--- src/rtl/branch_predictor_table_pkg.sv ---
// sail_bp_pkg: definitions shared by the branch predictor table and its
// counter-update sub-module.
//   STATE_INIT / STATE_READY : table initialisation FSM encoding
//   sat_update()             : saturating up/down counter step (up to 4 bits)
//   weak_t()                 : weakly-taken initial counter value (MSB set)
package sail_bp_pkg;

  localparam logic [0:0] STATE_INIT  = 1'b0;
  localparam logic [0:0] STATE_READY = 1'b1;

  // Counters are carried in 4 bits (the widest legal CTR_W); callers
  // truncate the result back to their own width.
  function automatic logic [3:0] sat_update(input logic [3:0] ctr,
                                            input logic       taken,
                                            input int         ctr_w);
    logic [3:0] max_v;
    max_v = 4'((1 << ctr_w) - 1);
    if (taken) sat_update = (ctr >= max_v) ? max_v : ctr + 4'd1;
    else       sat_update = (ctr == 4'd0)  ? 4'd0  : ctr - 4'd1;
  endfunction

  // 1 followed by (ctr_w-1) zeros.
  function automatic logic [3:0] weak_t(input int ctr_w);
    weak_t = 4'(1 << (ctr_w - 1));
  endfunction

endpackage

--- src/rtl/branch_predictor_table_sat.sv ---
// bp_sat_counter_update: combinational saturating next-value for one
// prediction counter. The top feeds it the entry addressed by the pending
// update; its output is both the table write data and the forwarded value.
//   ctr      : current counter value
//   taken    : resolved outcome (1 = count up, 0 = count down)
//   ctr_next : saturated result, never wraps
module bp_sat_counter_update
  import sail_bp_pkg::*;
#(
  parameter int CTR_W = 2
) (
  input  logic [CTR_W-1:0] ctr,
  input  logic             taken,
  output logic [CTR_W-1:0] ctr_next
);

  always_comb begin
    ctr_next = CTR_W'(sat_update(4'(ctr), taken, CTR_W));
  end

endmodule

--- src/rtl/branch_predictor_table.sv ---
// branch_predictor_table: 2**IDX_W-entry table of CTR_W-bit saturating
// counters with a global history register.
//
// After reset the table is walked once, writing weakly-taken into every
// entry (2**IDX_W cycles); 'ready' then rises and stays high. Resolved
// branches are captured into a one-entry pending stage and written to the
// table on the following edge; a lookup that hits the pending index sees the
// pending (post-update) value, so back-to-back updates chain correctly.
//
// Optional feature: define BRANCH_PREDICTOR_GSHARE_EN to XOR the
// zero-extended ghr into the table index (lookup and update alike).
// Without it the index is the PC bits only; ghr is still tracked.
//
// Ports:
//   clk, rst_n         : clock, asynchronous active-low reset
//   lookup_valid/_pc   : decode-stage branch to predict
//   offset             : sign-extended branch immediate
//   prediction         : 1 = predict taken
//   target_addr        : lookup_pc + offset (always driven)
//   update_valid/_pc/_taken : resolved branch from the memory stage
//   ready              : initialisation complete
//   ghr                : global history (debug)
module branch_predictor_table
  import sail_bp_pkg::*;
#(
  parameter int IDX_W  = 4,
  parameter int CTR_W  = 2,
  parameter int HIST_W = 4,
  parameter int PC_LSB = 0
) (
  input  logic              clk,
  input  logic              rst_n,
  input  logic              lookup_valid,
  input  logic [31:0]       lookup_pc,
  input  logic [31:0]       offset,
  output logic              prediction,
  output logic [31:0]       target_addr,
  input  logic              update_valid,
  input  logic [31:0]       update_pc,
  input  logic              update_taken,
  output logic              ready,
  output logic [HIST_W-1:0] ghr
);

  localparam int               DEPTH  = 1 << IDX_W;
  localparam logic [CTR_W-1:0] WEAK_T = CTR_W'(weak_t(CTR_W));

  logic [0:0]        state;
  logic [IDX_W-1:0]  init_ptr;
  logic [HIST_W-1:0] ghr_q;
  logic [HIST_W-1:0] ghr_next;

  // pending update stage
  logic              pend_vld;
  logic [IDX_W-1:0]  pend_idx;
  logic              pend_taken;

  logic [CTR_W-1:0]  tbl [DEPTH];

  logic [IDX_W-1:0]  lk_idx;
  logic [IDX_W-1:0]  up_idx;
  logic [CTR_W-1:0]  ctr_wr;
  logic [CTR_W-1:0]  ctr_eff;
  logic              accept;
  logic              unused_pc_bits;

  assign ready  = (state == STATE_READY);
  assign ghr    = ghr_q;
  assign accept = update_valid & ready;

  // Only the index field of update_pc matters.
  assign unused_pc_bits = ^update_pc;

  // ---------------------------------------------------------------------
  // Index hash
  // ---------------------------------------------------------------------
`ifdef BRANCH_PREDICTOR_GSHARE_EN
  logic [IDX_W-1:0] hist_ext;
  assign hist_ext = IDX_W'(ghr_q);
  // Both indices use the ghr before any shift from this cycle's capture.
  assign lk_idx   = lookup_pc[PC_LSB +: IDX_W] ^ hist_ext;
  assign up_idx   = update_pc[PC_LSB +: IDX_W] ^ hist_ext;
`else
  assign lk_idx   = lookup_pc[PC_LSB +: IDX_W];
  assign up_idx   = update_pc[PC_LSB +: IDX_W];
`endif

  // ---------------------------------------------------------------------
  // History shift value
  // ---------------------------------------------------------------------
  if (HIST_W == 1) begin : g_hist1
    assign ghr_next = update_taken;
  end else begin : g_histn
    assign ghr_next = {ghr_q[HIST_W-2:0], update_taken};
  end

  // ---------------------------------------------------------------------
  // Saturating update of the pending entry. The table is read at write
  // time, so a previous update to the same index has already landed.
  // ---------------------------------------------------------------------
  bp_sat_counter_update #(.CTR_W(CTR_W)) u_sat (
    .ctr      (tbl[pend_idx]),
    .taken    (pend_taken),
    .ctr_next (ctr_wr)
  );

  // ---------------------------------------------------------------------
  // Lookup with forwarding from the pending stage
  // ---------------------------------------------------------------------
  always_comb begin
    ctr_eff = tbl[lk_idx];
    if (pend_vld && (pend_idx == lk_idx)) ctr_eff = ctr_wr;
  end

  assign prediction  = ready & lookup_valid & ctr_eff[CTR_W-1];
  assign target_addr = lookup_pc + offset;

  // ---------------------------------------------------------------------
  // Control: init FSM, pending stage, history
  // ---------------------------------------------------------------------
  always_ff @(posedge clk or negedge rst_n) begin
    if (!rst_n) begin
      state      <= STATE_INIT;
      init_ptr   <= '0;
      ghr_q      <= '0;
      pend_vld   <= 1'b0;
      pend_idx   <= '0;
      pend_taken <= 1'b0;
    end else begin
      if (state == STATE_INIT) begin
        init_ptr <= init_ptr + IDX_W'(1);
        if (&init_ptr) state <= STATE_READY;
      end
      pend_vld <= accept;
      if (accept) begin
        pend_idx   <= up_idx;
        pend_taken <= update_taken;
        ghr_q      <= ghr_next;
      end
    end
  end

  // ---------------------------------------------------------------------
  // Table storage (no reset; contents are established by the init walk).
  // Pending is never valid during INIT, so the two writers never collide.
  // ---------------------------------------------------------------------
  always_ff @(posedge clk) begin
    if (state == STATE_INIT)  tbl[init_ptr] <= WEAK_T;
    else if (pend_vld)        tbl[pend_idx] <= ctr_wr;
  end

endmodule

--- config.mk ---
export PLATFORM = sky130hd
export DESIGN_NAME = branch_predictor_table
export DESIGN_NICKNAME = d
export VERILOG_FILES = /design/src/rtl/branch_predictor_table_pkg.sv /design/src/rtl/branch_predictor_table_sat.sv /design/src/rtl/branch_predictor_table.sv
export SDC_FILE = /design/constraint.sdc
export NUM_CORES = 1
export LEC_CHECK = 0
export ABC_AREA = 1
export CAP_MARGIN = 20
export CORE_ASPECT_RATIO = 1.5
export CORE_UTILIZATION = 43
export DETAILED_ROUTE_END_ITERATION = 8
export HOLD_SLACK_MARGIN = 0.1
export MAX_ROUTING_LAYER = met4
export PLACE_DENSITY = 0.82
export SLEW_MARGIN = 20
export SYNTH_ARGS = -nofsm -noshare
export SYNTH_HDL_FRONTEND = slang
export SYNTH_SLANG_ARGS = --single-unit
--- constraint.sdc ---
create_clock -name clk -period 1.96 [get_ports clk]
set_input_delay 0.294 -clock clk [delete_from_list [all_inputs] [get_ports clk]]
set_output_delay 0.294 -clock clk [all_outputs]
set_load 0.03 [all_outputs]
==> flow_summary_export.csv, run 1 <==
group,metric,value,unit
synthesis,synth_warnings,0,
clock_tree,cts_buffers,5,
die,std_cell_rows,43,
placement,place_inst,921,
synthesis,yosysSeqAreaShare,31.2,%
outcome,first-error,"[ERROR GRT-0232] Routing congestion too high. Check the congestion heatmap in the GUI.",
synthesis,synth_edf_count,32,
synthesis,synth_fp_nets,733,
die,die_h,123,um
synthesis,synthFlopType,"edfxtp_1",
clock_tree,cts_hold_buf,0,
synthesis,synthDistinctLibCells,39,
placement,place_congestion,1.07,
clock_tree,clk_path_buf_depth,2,
synthesis,synth_area_per_cell,7.01,um2
synthesis,yosys.area.top_type_share,22.9,%
outcome,status,"aborted with a tool error",
synthesis,syn_inst,599,
die,die_w,82.7,um
placement,hpwl,13.1,mm
clock_tree,clock_tree.root_cell,"clkbuf_16",
global_route,grt_max_degree,19,
timing,worst_endpoint,"prediction",
die,start_util,44.9,%
global_route,grt_usage,72.1,%
synthesis,yosysTopAreaCell,"edfxtp_1",
global_route,gr-total-overflow,4,
synthesis,synth_area_leaders,"edfxtp_1 23%, nand2_1 15%, ha_1 9.5%",
synthesis,ys_seq_elements,46,
die,ios,139,
outcome,stop_stage,"global routing",
timing,worst_endpoint_kind,"output port",
synthesis,synth_area,4200,um2
placement,portBuffers,110,
clock_tree,cts_sinks,46,
synthesis,synth_async_sr_flop_share,30.4,%
clock_tree,htreeDepth,2,
-- per-stage QoR --
| stage | TNS [ps] | setup WS [ps] | cell area, um2 | utilization (%) |
|---|---|---|---|---|
| after global placement | -21770 | -874 | 6300 | 67.3 |
| after floorplan | -40.3 | -25.1 | 4320 | - |
| after detailed placement | -23020 | -867 | 6300 | 67.3 |
| after CTS | -2540 | -231 | 8060 | 86.1 |
-- Yosys cell counts (2+ instances only) --
master      n
nor4_1      3
o211ai_1    4
a21o_1      2
o22ai_1     2
inv_2       2
xor2_1     21
edfxtp_1   32
nand4_1     3
nor3_1      6
dfrtp_1    14
ha_1       32
a21oi_2     4
nand2_1   172
nand2_2    10
o21ai_0    40
nand3_1    56
nand3b_1    2
buf_6       4
xnor2_1     4
o21a_1      4
nor2_2      2
inv_1      62
buf_4       3
a21oi_1    48
nor2_1     51
buf_2       2
nand3_2     2
-- per-layer routing --
layer | track usage, % | GRT overflow
met5 | - | -
met1 | 72.9 | 0
met4 | 65.4 | 2
met2 | 84.6 | 2
met3 | 57.6 | 0
-- timing repair --
item                       in CTS
setup endpoints to repair      47
resized for setup             575
hold endpoints to repair        0
buffers inserted               30
pin swaps                     139
-- cells by family after synthesis --
group | share of synthesized area, %
AOI/OAI and AO/OA | 14.3
buffers and inverters | 7.95
adders and majority gates | 10.0
xor gates and xnor gates | 5.21
and+or+nand+nor | 31.3
DFF | 31.2
==> run 2, diff against run 1 <==
Settings changed: CORE_ASPECT_RATIO 1.5 to default, CORE_UTILIZATION 43 to 40, HOLD_SLACK_MARGIN 0.1 to default, MAX_ROUTING_LAYER met4 to default, PLACE_DENSITY 0.82 to default, PLACE_DENSITY_LB_ADDON from default to 0.15.
Clock period 1.96 ns to 2.5 ns, I/O delays scaled along.
==> flow_summary_export.csv, run 2 <==
group,metric,value,unit
synthesis,synth_async_sr_flop_share,30.4,%
synthesis,synthFlopType,"edfxtp_1",
timing,rsz0062_at_grt,"yes",
power,switchingPower,1300,uW
die,std_cell_rows,37,
global_route,antenna_found_initial,0,
global_route,grt_pass1_wl,23.1,mm
power,power_density,448,nW/um2
cells_and_area,largest-register,"tbl",
cells_and_area,stdcell_count,931,
run,cap_violations,0,
detailed_routing,wl_per_cell,17.4,um
synthesis,synth_area_per_cell,7.01,um2
setup_path,reg2reg_depth,10,
synthesis,synth_area_leaders,"edfxtp_1 23%, nand2_1 15%, ha_1 9.5%",
setup_path,crit_chain,"dlygate4sd2_1 -> ha_4 -> buf_4 -> nand2_2 -> inv_1 -> nand2_2 -> buf_4 -> nor3_4 -> nand2b_4 -> nand2_2 -> nand2_1 -> nand2_1 -> buf_6",
detailed_routing,drt-pass1-iter-count,7,
power,pwr-share-comb,56.2,%
die,die-area,10900,um2
power,power.internal,1930,uW
detailed_routing,routed_wl,16.2,mm
clock_tree,clock_latency,290,ps
detailed_routing,ant_nets,0,
detailed_routing,drc,0,
synthesis,synth_edf_count,32,
synthesis,yosysTopAreaCell,"edfxtp_1",
cells_and_area,diodes,0,
setup_path,end_kind,"output port",
placement,hpwl,10.2,mm
global_route,grt_usage,25.7,%
setup_path,crit_slowest_cell,"ha_4",
clock_tree,cts_sinks,46,
timing,hold_viol_final,0,
timing,slew-limit-headroom,57.0,%
clock_tree,clk_path_buf_depth,2,
die,core,10200,um2
synthesis,synth_warnings,0,
timing,period_minus_slack,2500,ps
die,die_w,104,um
global_route,grt_max_degree,19,
die,start_util,41.1,%
synthesis,synth_most_common_cell,"nand2_1",
setup_path,cp_max_fo,3,
timing,max_freq,401,MHz
setup_path,cp.required,2120,ps
setup_path,start_kind,"input pin",
timing,setup_slack,3.94,ps
timing,worst_slew_pin_slew,643,ps
detailed_routing,via_per_inst,5.54,
clock_tree,cts_buffers,5,
detailed_routing,vias,5155,
power,p_total,3230,uW
clock_tree,htreeDepth,2,
placement,pre_cts_ws,-344,ps
setup_path,critPathKind,"input pin to output port",
synthesis,yosys.area.top_type_share,22.9,%
synthesis,ys_seq_elements,46,
cells_and_area,nFillCells,720,
setup_path,max_stage_delay,300,ps
synthesis,ys_top_cells_by_count,"172 x nand2_1, 62 x inv_1, 56 x nand3_1",
setup_path,worstReg2RegEnd,"tbl[0][1]",
timing,finalSetupViolCount,0,
cells_and_area,syn_to_final_growth,71.6,%
synthesis,syn_inst,599,
global_route,grt_pass1_vias,4994,
die,ios,139,
power,p_leak,0.00339,uW
cells_and_area,drive_gt1_share,38.5,%
setup_path,crit_arrival,2120,ps
detailed_routing,drt_iter0_drc,282,
setup_path,r2r-start,"pend_idx[1]",
synthesis,synthDistinctLibCells,39,
power,seqPwrFrac,27.4,%
timing,fin_crit_sh,99.8,%
cells_and_area,final_common_cell,"nand2_1",
synthesis,yosysSeqAreaShare,31.2,%
cells_and_area,largest_register_ffs,32,
placement,place_congestion,0.941,
placement,place_inst,910,
cells_and_area,nets,928,
clock_tree,cts_tree,"yes",
global_route,gr-total-overflow,0,
timing,drv_slew,0,
clock_tree,clock_tree.root_cell,"clkbuf_8",
power,power_frac_clock,16.4,%
min_path,hold_path.class,"input pin to asynchronous set/reset pin",
setup_path,regToRegSetupSlack,500,ps
power,p_sw_share,40.4,%
setup_path,cpMostUsedCell,"nand2_2",
synthesis,synth_area,4200,um2
clock_tree,clk_pin_slew,80,ps
timing,fin_skew,7.21,ps
power,peakVddDrop,606,uV
outcome,status,"completed",
cells_and_area,layout_common_cells,"139 x nand2_1, 113 x buf_4, 60 x inv_1",
synthesis,synth_fp_nets,733,
placement,portBuffers,110,
die,die_h,104,um
[run 2: cell counts after synthesis]
No cell type changed its count.
[run 2: final cells by class]
cell class,instances,area [um2],share of cell area [%]
tap,136,170,2.36
clock buffer,7,76.3,1.06
sequential,46,1310,18.2
clock inverter,1,30.0,0.417
multi-input combinational,477,3650,50.6
timing repair buffer,198,1720,23.9
inverter,66,253,3.51
[run 2: repair_timing]
item	CTS	global route
hold endpoints to repair	0	0
pin swaps	48	40
hold buffers	0	0
gates resized for setup	186	107
endpoints found under the setup margin	26	20
buffers inserted	7	6
[run 2: power by group through the flow]
stage / combinational [uW] / clock [uW] / sequential, uW
after floorplan: 786 / 0 / 897
after global placement: 1370 / 0 / 899
after detailed placement: 1390 / 0 / 899
after CTS: 1610 / 546 / 882
after global routing: 1920 / 567 / 887
final: 1820 / 531 / 884
[run 2: per-stage QoR]
step                      setup TNS [ps]  utilization (%)  hold slack, ps  instance area, um2
after detailed placement           -5170             57.4             478                5870
after CTS                              0             66.0             478                6760
after floorplan                        0                -            79.4                4200
after global routing                -190             70.5             530                7210
after global placement             -4300             57.4             473                5870
final                                  0             70.5             473                7210
[run 2: cells by family (layout without fill, tap and decap cells)]
group,Yosys count,in the layout,synth area share (%)
AND/OR/NAND/NOR,310,310,31.3
AO/OA/AOI/OAI,109,109,14.3
flip-flops,46,46,31.2
adder cells (fa/ha/maj),33,33,10.0
buffers and inverters,76,272,7.95
XOR/XNOR,25,25,5.21
[run 2: worst max path at each step]
stage	startpoint	slack, ps	endpoint
after global placement	lookup_pc[0]	-280	target_addr[28]
after CTS	offset[25]	1	target_addr[26]
after floorplan	offset[0]	100	target_addr[12]
after detailed placement	lookup_pc[0]	-340	target_addr[26]
after global routing	offset[0]	-60	target_addr[26]
final	lookup_pc[11]	4	target_addr[26]
[run 2: metal layers]
metal	vias up	global-route usage [%]	part of all wire, %
met5	-	0	0
met4	0	9.59	4.9
met3	78	3.26	6.3
met2	274	46.9	51
met1	2413	30.4	38
li1	2390	-	-
[run 2: worst max-delay path, delay by kind of cell]
kind	cells	cell delay (ps)
adder cells (fa/ha/maj)	1	300
AND/OR/NAND/NOR	7	690
buffers and inverters	5	760
Note: power is estimated with default switching activity, not from simulation.
==> run 3, diff against run 2 <==
Settings changed: CORE_MARGIN from default to 2.
Clock period 2.5 ns to 2.2 ns, I/O delays scaled along.
==> flow_summary_export.csv, run 3 (synthesis gave the netlist of run 2 again) <==
group,metric,value,unit
outcome,status,"finished, violations left",
outcome,failed_checks,"negative setup slack",
detailed_routing,vias,5490,
clock_tree,cts_hold_buf,0,
die,ios,139,
detailed_routing,drt-pass1-iter-count,5,
timing,hold_viol_final,0,
clock_tree,clk_pin_slew,80,ps
clock_tree,cts_buffers,5,
cells_and_area,nets,959,
global_route,grt_pass1_vias,5315,
placement,portBuffers,110,
timing,finalSetupViolCount,13,
setup_path,start_kind,"input pin",
placement,place_area,5970,um2
timing,slew-limit-headroom,59.5,%
timing,period_minus_slack,2390,ps
setup_path,crit_arrival,2060,ps
cells_and_area,diodes,0,
setup_path,path_delay_family,"simple AND/OR/NAND/NOR gates",
detailed_routing,wl_met2,9.75,mm
timing,drv_slew,0,
cells_and_area,final_common_cell,"buf_4",
setup_path,path_buf_inv,2,
timing,worst_hold_slack,402,ps
cells_and_area,syn_to_final_growth,85.3,%
timing,rsz0062_at_grt,"yes",
setup_path,critPathKind,"input pin to output port",
cells_and_area,largest-register,"tbl",
placement,pre_cts_ws,-555,ps
global_route,antenna_found_initial,0,
detailed_routing,wl_met3,1.37,mm
global_route,grt_usage,27.7,%
timing,fin_skew,14.2,ps
timing,fin_crit_sh,108,%
setup_path,end_kind,"output port",
timing,worst_slew_pin_slew,605,ps
run,cap_violations,0,
power,peakVddDrop,620,uV
detailed_routing,via_per_inst,5.71,
setup_path,crit_slowest_cell,"ha_4",
clock_tree,cts_tree,"yes",
clock_tree,cts_sinks,46,
die,core,10300,um2
global_route,grt_max_degree,20,
detailed_routing,routed_wl,19.5,mm
cells_and_area,post-route-util,75.7,%
die,die-area,11300,um2
power,p_leak,0.00348,uW
placement,place_congestion,0.918,
power,p_total,3950,uW
clock_tree,htreeDepth,2,
die,std_cell_rows,37,
global_route,gr-total-overflow,0,
setup_path,cp_max_fo,5,
cells_and_area,postLayoutCellArea,7780,um2
detailed_routing,drt-met1-wl,7.02,mm
setup_path,regToRegSetupSlack,310,ps
die,die_h,106,um
cells_and_area,largest_register_ffs,32,
clock_tree,clock_tree.root_cell,"clkbuf_8",
placement,hpwl,10.5,mm
setup_path,crit_chain,"buf_2 -> ha_4 -> nand2_4 -> nor2_4 -> nand2_2 -> nand2_4 -> nand2_2 -> nand2_2 -> nand3_1 -> nand2_2 -> xor2_2 -> buf_6",
global_route,grt_pass1_wl,25.3,mm
detailed_routing,wl_per_cell,20.2,um
timing,max_freq,419,MHz
clock_tree,clk_path_buf_depth,2,
setup_path,cpMostUsedCell,"nand2_2",
setup_path,max_stage_delay,330,ps
timing,setup_slack,-185,ps
power,power_density,508,nW/um2
die,start_util,40.9,%
cells_and_area,layout_common_cells,"120 x buf_4, 117 x nand2_1, 54 x inv_1",
detailed_routing,top_layer_used,"met4",
detailed_routing,drc,0,
setup_path,cp.required,1870,ps
min_path,hold_path.class,"input pin to asynchronous set/reset pin",
die,die_w,106,um
clock_tree,clock_latency,310,ps
cells_and_area,drive_gt1_share,53.0,%
detailed_routing,ant_nets,0,
detailed_routing,drt_iter0_drc,371,
-- run 3: repair_timing --
| item | in CTS | in global routing |
|---|---|---|
| setup buffers | 24 | 15 |
| gates resized for setup | 342 | 197 |
| pin swaps | 101 | 106 |
| endpoints found under the setup margin | 30 | 24 |
-- run 3: final timing paths --
| check | start | end | depth (start not counted) |
|---|---|---|---|
| max | lookup_pc[3] | target_addr[19] | 12 |
| min | rst_n | ghr[0] | 1 |
| min reg2reg | ghr[3] | ghr[3] | 2 |
| min in group clk | ghr[3] | ghr[3] | 2 |
| max in group asynchronous | rst_n | ready | 1 |
| max reg2reg | pend_idx[0] | tbl[14][1] | 13 |
-- run 3: final cells by class --
| class | count | area [um2] |
|---|---|---|
| Clock buffer | 5 | 68.8 |
| Clock inverter | 3 | 16.3 |
| Fill cell | 648 | 2500 |
| Inverter | 66 | 272 |
| Multi-Input combinational cell | 477 | 4070 |
| Sequential cell | 46 | 1310 |
| Tap cell | 136 | 170 |
| Timing Repair Buffer | 229 | 1880 |
-- run 3: through the flow --
stage	TNS (ps)	cells
finish	-1060	962
floorplan	-4.80	599
global route	-1740	962
global placement	-9990	917
detailed placement	-11120	917
CTS	-179	949
-- run 3: metal layers --
layer	vias up	track usage (%)
met5	-	0
met4	0	15.2
met3	125	3.56
met2	355	50.6
met1	2569	31.1
li1	2441	-
-- run 3: where the power goes --
| group | internal (uW) | leakage (uW) | switching (uW) |
|---|---|---|---|
| Sequential | 975 | 0.000463 | 17.9 |
| Clock | 218 | 0.0000416 | 283 |
| Combinational | 1060 | 0.00298 | 1400 |
| Total | 2250 | 0.00348 | 1700 |
